File: config.mk
export PLATFORM = sky130hd
export DESIGN_NAME = sha256_compress
export DESIGN_NICKNAME = d
export VERILOG_FILES = /design/src/rtl/sha256_pkg.sv /design/src/rtl/sha256_msg_sched.sv /design/src/rtl/sha256_compress.sv
export SDC_FILE = /design/constraint.sdc
export NUM_CORES = 2
export LEC_CHECK = 0
export CORE_AREA = 2 2 421 423
export DETAILED_ROUTE_END_ITERATION = 8
export DIE_AREA = 0 0 423 425
export REMOVE_ABC_BUFFERS = 1
export SLEW_MARGIN = 10
export SYNTH_ARGS = -nofsm -noshare
export SYNTH_HDL_FRONTEND = slang
export SYNTH_HIERARCHICAL = 1
export SYNTH_SLANG_ARGS = --single-unit
File: constraint.sdc
create_clock -name clk -period 12.4 [get_ports clk]
set_input_delay 2.48 -clock clk [delete_from_list [all_inputs] [get_ports clk]]
set_output_delay 2.48 -clock clk [all_outputs]
set_load 0.02 [all_outputs]
File: src/rtl/sha256_pkg.sv
// Shared SHA-256 constants, FSM encoding and round/schedule logic functions.
package sha256_pkg;

  typedef logic [1:0] state_t;
  localparam state_t StIdle  = 2'd0;
  localparam state_t StRound = 2'd1;
  localparam state_t StDone  = 2'd2;

  localparam logic [31:0] RoundK [64] = '{
    32'h428a2f98, 32'h71374491, 32'hb5c0fbcf, 32'he9b5dba5,
    32'h3956c25b, 32'h59f111f1, 32'h923f82a4, 32'hab1c5ed5,
    32'hd807aa98, 32'h12835b01, 32'h243185be, 32'h550c7dc3,
    32'h72be5d74, 32'h80deb1fe, 32'h9bdc06a7, 32'hc19bf174,
    32'he49b69c1, 32'hefbe4786, 32'h0fc19dc6, 32'h240ca1cc,
    32'h2de92c6f, 32'h4a7484aa, 32'h5cb0a9dc, 32'h76f988da,
    32'h983e5152, 32'ha831c66d, 32'hb00327c8, 32'hbf597fc7,
    32'hc6e00bf3, 32'hd5a79147, 32'h06ca6351, 32'h14292967,
    32'h27b70a85, 32'h2e1b2138, 32'h4d2c6dfc, 32'h53380d13,
    32'h650a7354, 32'h766a0abb, 32'h81c2c92e, 32'h92722c85,
    32'ha2bfe8a1, 32'ha81a664b, 32'hc24b8b70, 32'hc76c51a3,
    32'hd192e819, 32'hd6990624, 32'hf40e3585, 32'h106aa070,
    32'h19a4c116, 32'h1e376c08, 32'h2748774c, 32'h34b0bcb5,
    32'h391c0cb3, 32'h4ed8aa4a, 32'h5b9cca4f, 32'h682e6ff3,
    32'h748f82ee, 32'h78a5636f, 32'h84c87814, 32'h8cc70208,
    32'h90befffa, 32'ha4506ceb, 32'hbef9a3f7, 32'hc67178f2
  };

  // Initial hash value H0..H7
  localparam logic [31:0] InitHash [8] = '{
    32'h6a09e667, 32'hbb67ae85, 32'h3c6ef372, 32'ha54ff53a,
    32'h510e527f, 32'h9b05688c, 32'h1f83d9ab, 32'h5be0cd19
  };

  function automatic logic [31:0] rotr(input logic [31:0] x, input int unsigned n);
    return (x >> n) | (x << (32 - n));
  endfunction

  function automatic logic [31:0] big_sigma0(input logic [31:0] x);
    return rotr(x, 2) ^ rotr(x, 13) ^ rotr(x, 22);
  endfunction

  function automatic logic [31:0] big_sigma1(input logic [31:0] x);
    return rotr(x, 6) ^ rotr(x, 11) ^ rotr(x, 25);
  endfunction

  function automatic logic [31:0] small_sigma0(input logic [31:0] x);
    return rotr(x, 7) ^ rotr(x, 18) ^ (x >> 3);
  endfunction

  function automatic logic [31:0] small_sigma1(input logic [31:0] x);
    return rotr(x, 17) ^ rotr(x, 19) ^ (x >> 10);
  endfunction

  function automatic logic [31:0] ch(input logic [31:0] e, input logic [31:0] f,
                                     input logic [31:0] g);
    return (e & f) ^ (~e & g);
  endfunction

  function automatic logic [31:0] maj(input logic [31:0] a, input logic [31:0] b,
                                      input logic [31:0] c);
    return (a & b) ^ (a & c) ^ (b & c);
  endfunction

endpackage

File: src/rtl/sha256_msg_sched.sv
// 16-word sliding message schedule; w_t is always the current round's W[t].
module sha256_msg_sched
  import sha256_pkg::*;
(
  input  logic         clk,
  input  logic         rst_n,
  input  logic         load,
  input  logic         shift,
  input  logic [511:0] block_in,
  output logic [31:0]  w_t
);

  logic [31:0] win_q [16];
  logic [31:0] w_next;

  // W[t+16] from the current window
  always_comb begin
    w_next = small_sigma1(win_q[14]) + win_q[9] + small_sigma0(win_q[1]) + win_q[0];
  end

  // Load the block on start, otherwise slide one word per round
  always_ff @(posedge clk) begin
    if (!rst_n) begin
      for (int i = 0; i < 16; i++) win_q[i] <= '0;
    end else if (load) begin
      for (int i = 0; i < 16; i++) win_q[i] <= block_in[511 - 32 * i -: 32];
    end else if (shift) begin
      for (int i = 0; i < 15; i++) win_q[i] <= win_q[i + 1];
      win_q[15] <= w_next;
    end
  end

  assign w_t = win_q[0];

endmodule

File: src/rtl/sha256_compress.sv
// Iterative SHA-256 compression: one round per clock, final a..h presented for
// the downstream chaining-word accumulators (no H += addition here).
module sha256_compress
  import sha256_pkg::*;
#(
  parameter int unsigned ROUNDS = 64
) (
  input  logic         clk,
  input  logic         rst_n,
  input  logic         start,
  input  logic [511:0] block_in,
  input  logic [255:0] h_in,
  output logic         busy,
  output logic         done,
  output logic [5:0]   round,
  output logic [255:0] state_out,
  output logic [31:0]  e_out
);

  localparam logic [5:0] LastRound = 6'(ROUNDS - 1);

  state_t      state_q, state_d;
  logic [5:0]  round_q;
  logic        done_q;
  logic [31:0] a_q, b_q, c_q, d_q, e_q, f_q, g_q, h_q;
  logic [31:0] w_t, t1, t2;
  logic        load, shift;

  assign load  = (state_q == StIdle) && start;
  assign shift = (state_q == StRound);

  sha256_msg_sched u_msg_sched (
    .clk      (clk),
    .rst_n    (rst_n),
    .load     (load),
    .shift    (shift),
    .block_in (block_in),
    .w_t      (w_t)
  );

  // Round temporaries for the current round index
  always_comb begin
    t1 = h_q + big_sigma1(e_q) + ch(e_q, f_q, g_q) + RoundK[round_q] + w_t;
    t2 = big_sigma0(a_q) + maj(a_q, b_q, c_q);
  end

  // FSM next state; start only matters in idle
  always_comb begin
    state_d = state_q;
    unique case (state_q)
      StIdle:  if (start) state_d = StRound;
      StRound: if (round_q == LastRound) state_d = StDone;
      StDone:  state_d = StIdle;
      default: state_d = StIdle;
    endcase
  end

  // State, round counter and working variables
  always_ff @(posedge clk) begin
    if (!rst_n) begin
      state_q <= StIdle;
      round_q <= '0;
      done_q  <= 1'b0;
      {a_q, b_q, c_q, d_q, e_q, f_q, g_q, h_q} <= '0;
    end else begin
      state_q <= state_d;
      // done is registered out of DONE: it pulses the cycle after DONE, with a..h already final
      done_q  <= (state_q == StDone);
      if (load) begin
        round_q <= '0;
        {a_q, b_q, c_q, d_q, e_q, f_q, g_q, h_q} <= h_in;
      end else if (shift) begin
        // Explicit wrap so a shortened ROUNDS still reads 0 after the run
        round_q <= (round_q == LastRound) ? '0 : round_q + 6'd1;
        h_q <= g_q;
        g_q <= f_q;
        f_q <= e_q;
        e_q <= d_q + t1;
        d_q <= c_q;
        c_q <= b_q;
        b_q <= a_q;
        a_q <= t1 + t2;
      end
    end
  end

  assign busy      = (state_q == StRound) || (state_q == StDone);
  assign done      = done_q;
  assign round     = round_q;
  assign state_out = {a_q, b_q, c_q, d_q, e_q, f_q, g_q, h_q};
  assign e_out     = e_q;

endmodule
==> impl_metrics.py <==
metrics = {
    "synth": {
        "syn_area_mm2": 0.0501,
        "yosys_most_used_dff": "edfxtp_1",
        "synth_cells": 4949,
        "avgSynthCellArea_um2": 10.1,
        "post-synth-top-count-cell": "edfxtp_1",
        "synth_edf_count": 512,
        "synth_largest_area_cell": "edfxtp_1",
        "synth_seq_area_share_pct": 41.3,
        "synth-seq-cells": 777,
        "ys_top_cells_by_count": "edfxtp_1, inv_1, a22o_1, nor2_1, clkbuf_1",
        "synth_top_area_share_pct": 30.7,
        "yosys-top-cells-area": "edfxtp_1, dfxtp_1, a22o_1, fa_1, xnor2_1",
        "ys_warn_count": 6,
        "synth.distinct_cells": 94,
        "async_reset_ff_share_pct": 0,
    },
    "placement": {
        "numPortBuffers": 1066,
        "place_hpwl_um": 184000,
        "dp_cells": 7987,
        "gp_congestion": 0.941,
    },
    "final_layout": {
        "nets": 6858,
        "drive_gt1_share_pct": 5.06,
        "final_core_util_pct": 37.4,
        "stdcell_count": 8171,
        "area_growth_pct": 30.9,
        "fill_cells": 17500,
    },
    "sta": {
        "period_share_pct": 73.7,
        "drv_slew": 0,
        "clock_skew_ns": 0.0578,
        "fmax_mhz": 109,
        "setup_viol": 0,
        "max_slew_margin_pct": 7.08,
        "final-hold-violation-count": 0,
        "fin_crit_ns": 9.14,
        "finalSetupTns_ns": 0,
        "rsz0062_at_grt": "no",
        "tightest_slew_ns": 1.39,
    },
    "worst_setup_path": {
        "end_kind": "flop",
        "cp.required_ns": 13.03,
        "cp_slowest_cell": "ha_1",
        "path_class": "flop to flop",
        "crit_fanout": 21,
        "slowest_delay_ns": 0.87,
        "crit_top_cell": "a21o_1",
        "worstPathArrival_ns": 9.77,
        "crit_path_start_kind": "flop",
    },
    "hold_path": {
        "holdCritPathClass": "flop to flop",
    },
    "clock_tree": {
        "cts_buffer_depth": 3,
        "numCtsBuffers": 96,
        "cts_max_level": 3,
        "clock_latency_ns": 0.77,
        "cts_sinks": 777,
        "cts_tree": "yes",
        "clk_pin_slew_ns": 0.06,
        "cts_root_buf": "clkbuf_16",
        "cts_resized": 0,
        "postCtsSetupRepairBufs": 0,
        "hold_buffers": 0,
    },
    "routing": {
        "wl_um": 237000,
        "drc": 0,
        "drt_pass1_iterations": 8,
        "viasPerCell": 5.23,
        "wire_per_inst_um": 29.0,
        "postRouteAntennaNets": 0,
        "dr.first_iter.drc_count": 3169,
        "vias": 42700,
    },
    "global_routing": {
        "overflow": 0,
        "grt_pass1_vias": 42500,
        "grt_pass1_wl_um": 326000,
        "grtUsageTotal_pct": 25.3,
        "grt_max_degree": 202,
        "antenna_found_initial": 49,
    },
    "floorplanning": {
        "die_w_um": 423,
        "coreArea_mm2": 0.175,
        "rows": 154,
        "num_io_pins": 1067,
        "die_h_um": 425,
        "dieArea_mm2": 0.180,
        "start_util_pct": 28.6,
    },
    "run": {
        "maxCapViolCount": 0,
    },
    "outcome": {
        "status": "completed",
    },
}
## per-layer routing
metal	GRT usage [%]	wire length (µm)
met2	45.4	121000
met5	0	222
met1	28.6	89500
met3	5.08	14000
met4	12.5	12800
## final cells by class
cell class                      count  area [µm²]  area share [%]
Antenna cell                       17        42.5          0.0648
Clock buffer                      125        2560            3.90
Clock inverter                     42         515           0.786
Inverter                          479        1810            2.75
Multi-Input combinational cell   3252       25800            39.3
Sequential cell                   777       20700            31.5
Tap cell                         2340        2930            4.46
Timing Repair Buffer             1139       11300            17.2
## sequential cells by signal (all words and copies together) (netlist names)
register,cells
g_q,32
d_q,32
c_q,32
a_q,32
round,6
e_out,32
u_msg_sched/win_q,512
f_q,32
b_q,32
done,1
state_q,2
h_q,32
## metrics by stage
step	worst slack, ns	hold WS (ns)	area (µm²)
2_1_floorplan	-16.99	0.518	48200
3_3_place_gp	3.50	0.521	62500
3_5_place_dp	3.37	0.526	62500
4_1_cts	3.31	0.526	65600
5_1_grt	2.95	0.546	65600
6_report	3.26	0.535	65600
## path summary, 6_finish.rpt
check,startpoint,slack [ns],endpoint,depth (start not counted)
worst min register to register,u_msg_sched/win_q[0][344],0.53,u_msg_sched/win_q[0][312],1
worst min-delay path,u_msg_sched/win_q[0][344],0.53,u_msg_sched/win_q[0][312],1
worst max-delay path,round[1],3.26,a_q[31],30
worst max register to register,round[1],3.26,a_q[31],30
## critical path, delay by kind of cell, from the launching register on
family                   cells  cell delay, ns
adder cells (fa/ha/maj)      5            2.61
XOR/XNOR                     2            0.30
buffers and inverters        5            1.10
AO/OA/AOI/OAI               14            3.34
flip-flops                   1            0.31
AND/OR/NAND/NOR              4            1.38
## cell usage in the layout (no fill, tap or decap), drive strengths merged, types with 155 or more instances in the layout
master / n
inv: 481
o21ai: 253
clkdlybuf4s50: 1065
a211oi: 206
xnor2: 232
dfxtp: 265
nand2: 248
fa: 187
a22o: 455
edfxtp: 512
ha: 155
mux2i: 196
nor2: 349
a21oi: 222
## kinds of logic (layout without fill, tap and decap cells)
| group | Yosys count | after routing | share of synthesized area (%) |
|---|---|---|---|
| adder cells (fa/ha/maj) | 344 | 344 | 11.4 |
| AND/OR/NAND/NOR | 839 | 839 | 7.38 |
| XOR/XNOR | 338 | 338 | 5.92 |
| other | 0 | 17 | 0 |
| buffers and inverters | 920 | 1785 | 7.42 |
| multiplexers | 237 | 237 | 5.06 |
| flip-flops | 777 | 777 | 41.3 |
| AO/OA/AOI/OAI | 1494 | 1494 | 21.6 |
Power is left out: the tool's default activity adds up to more than one toggle a clock period on the data nets, which glitch-free logic cannot reach.
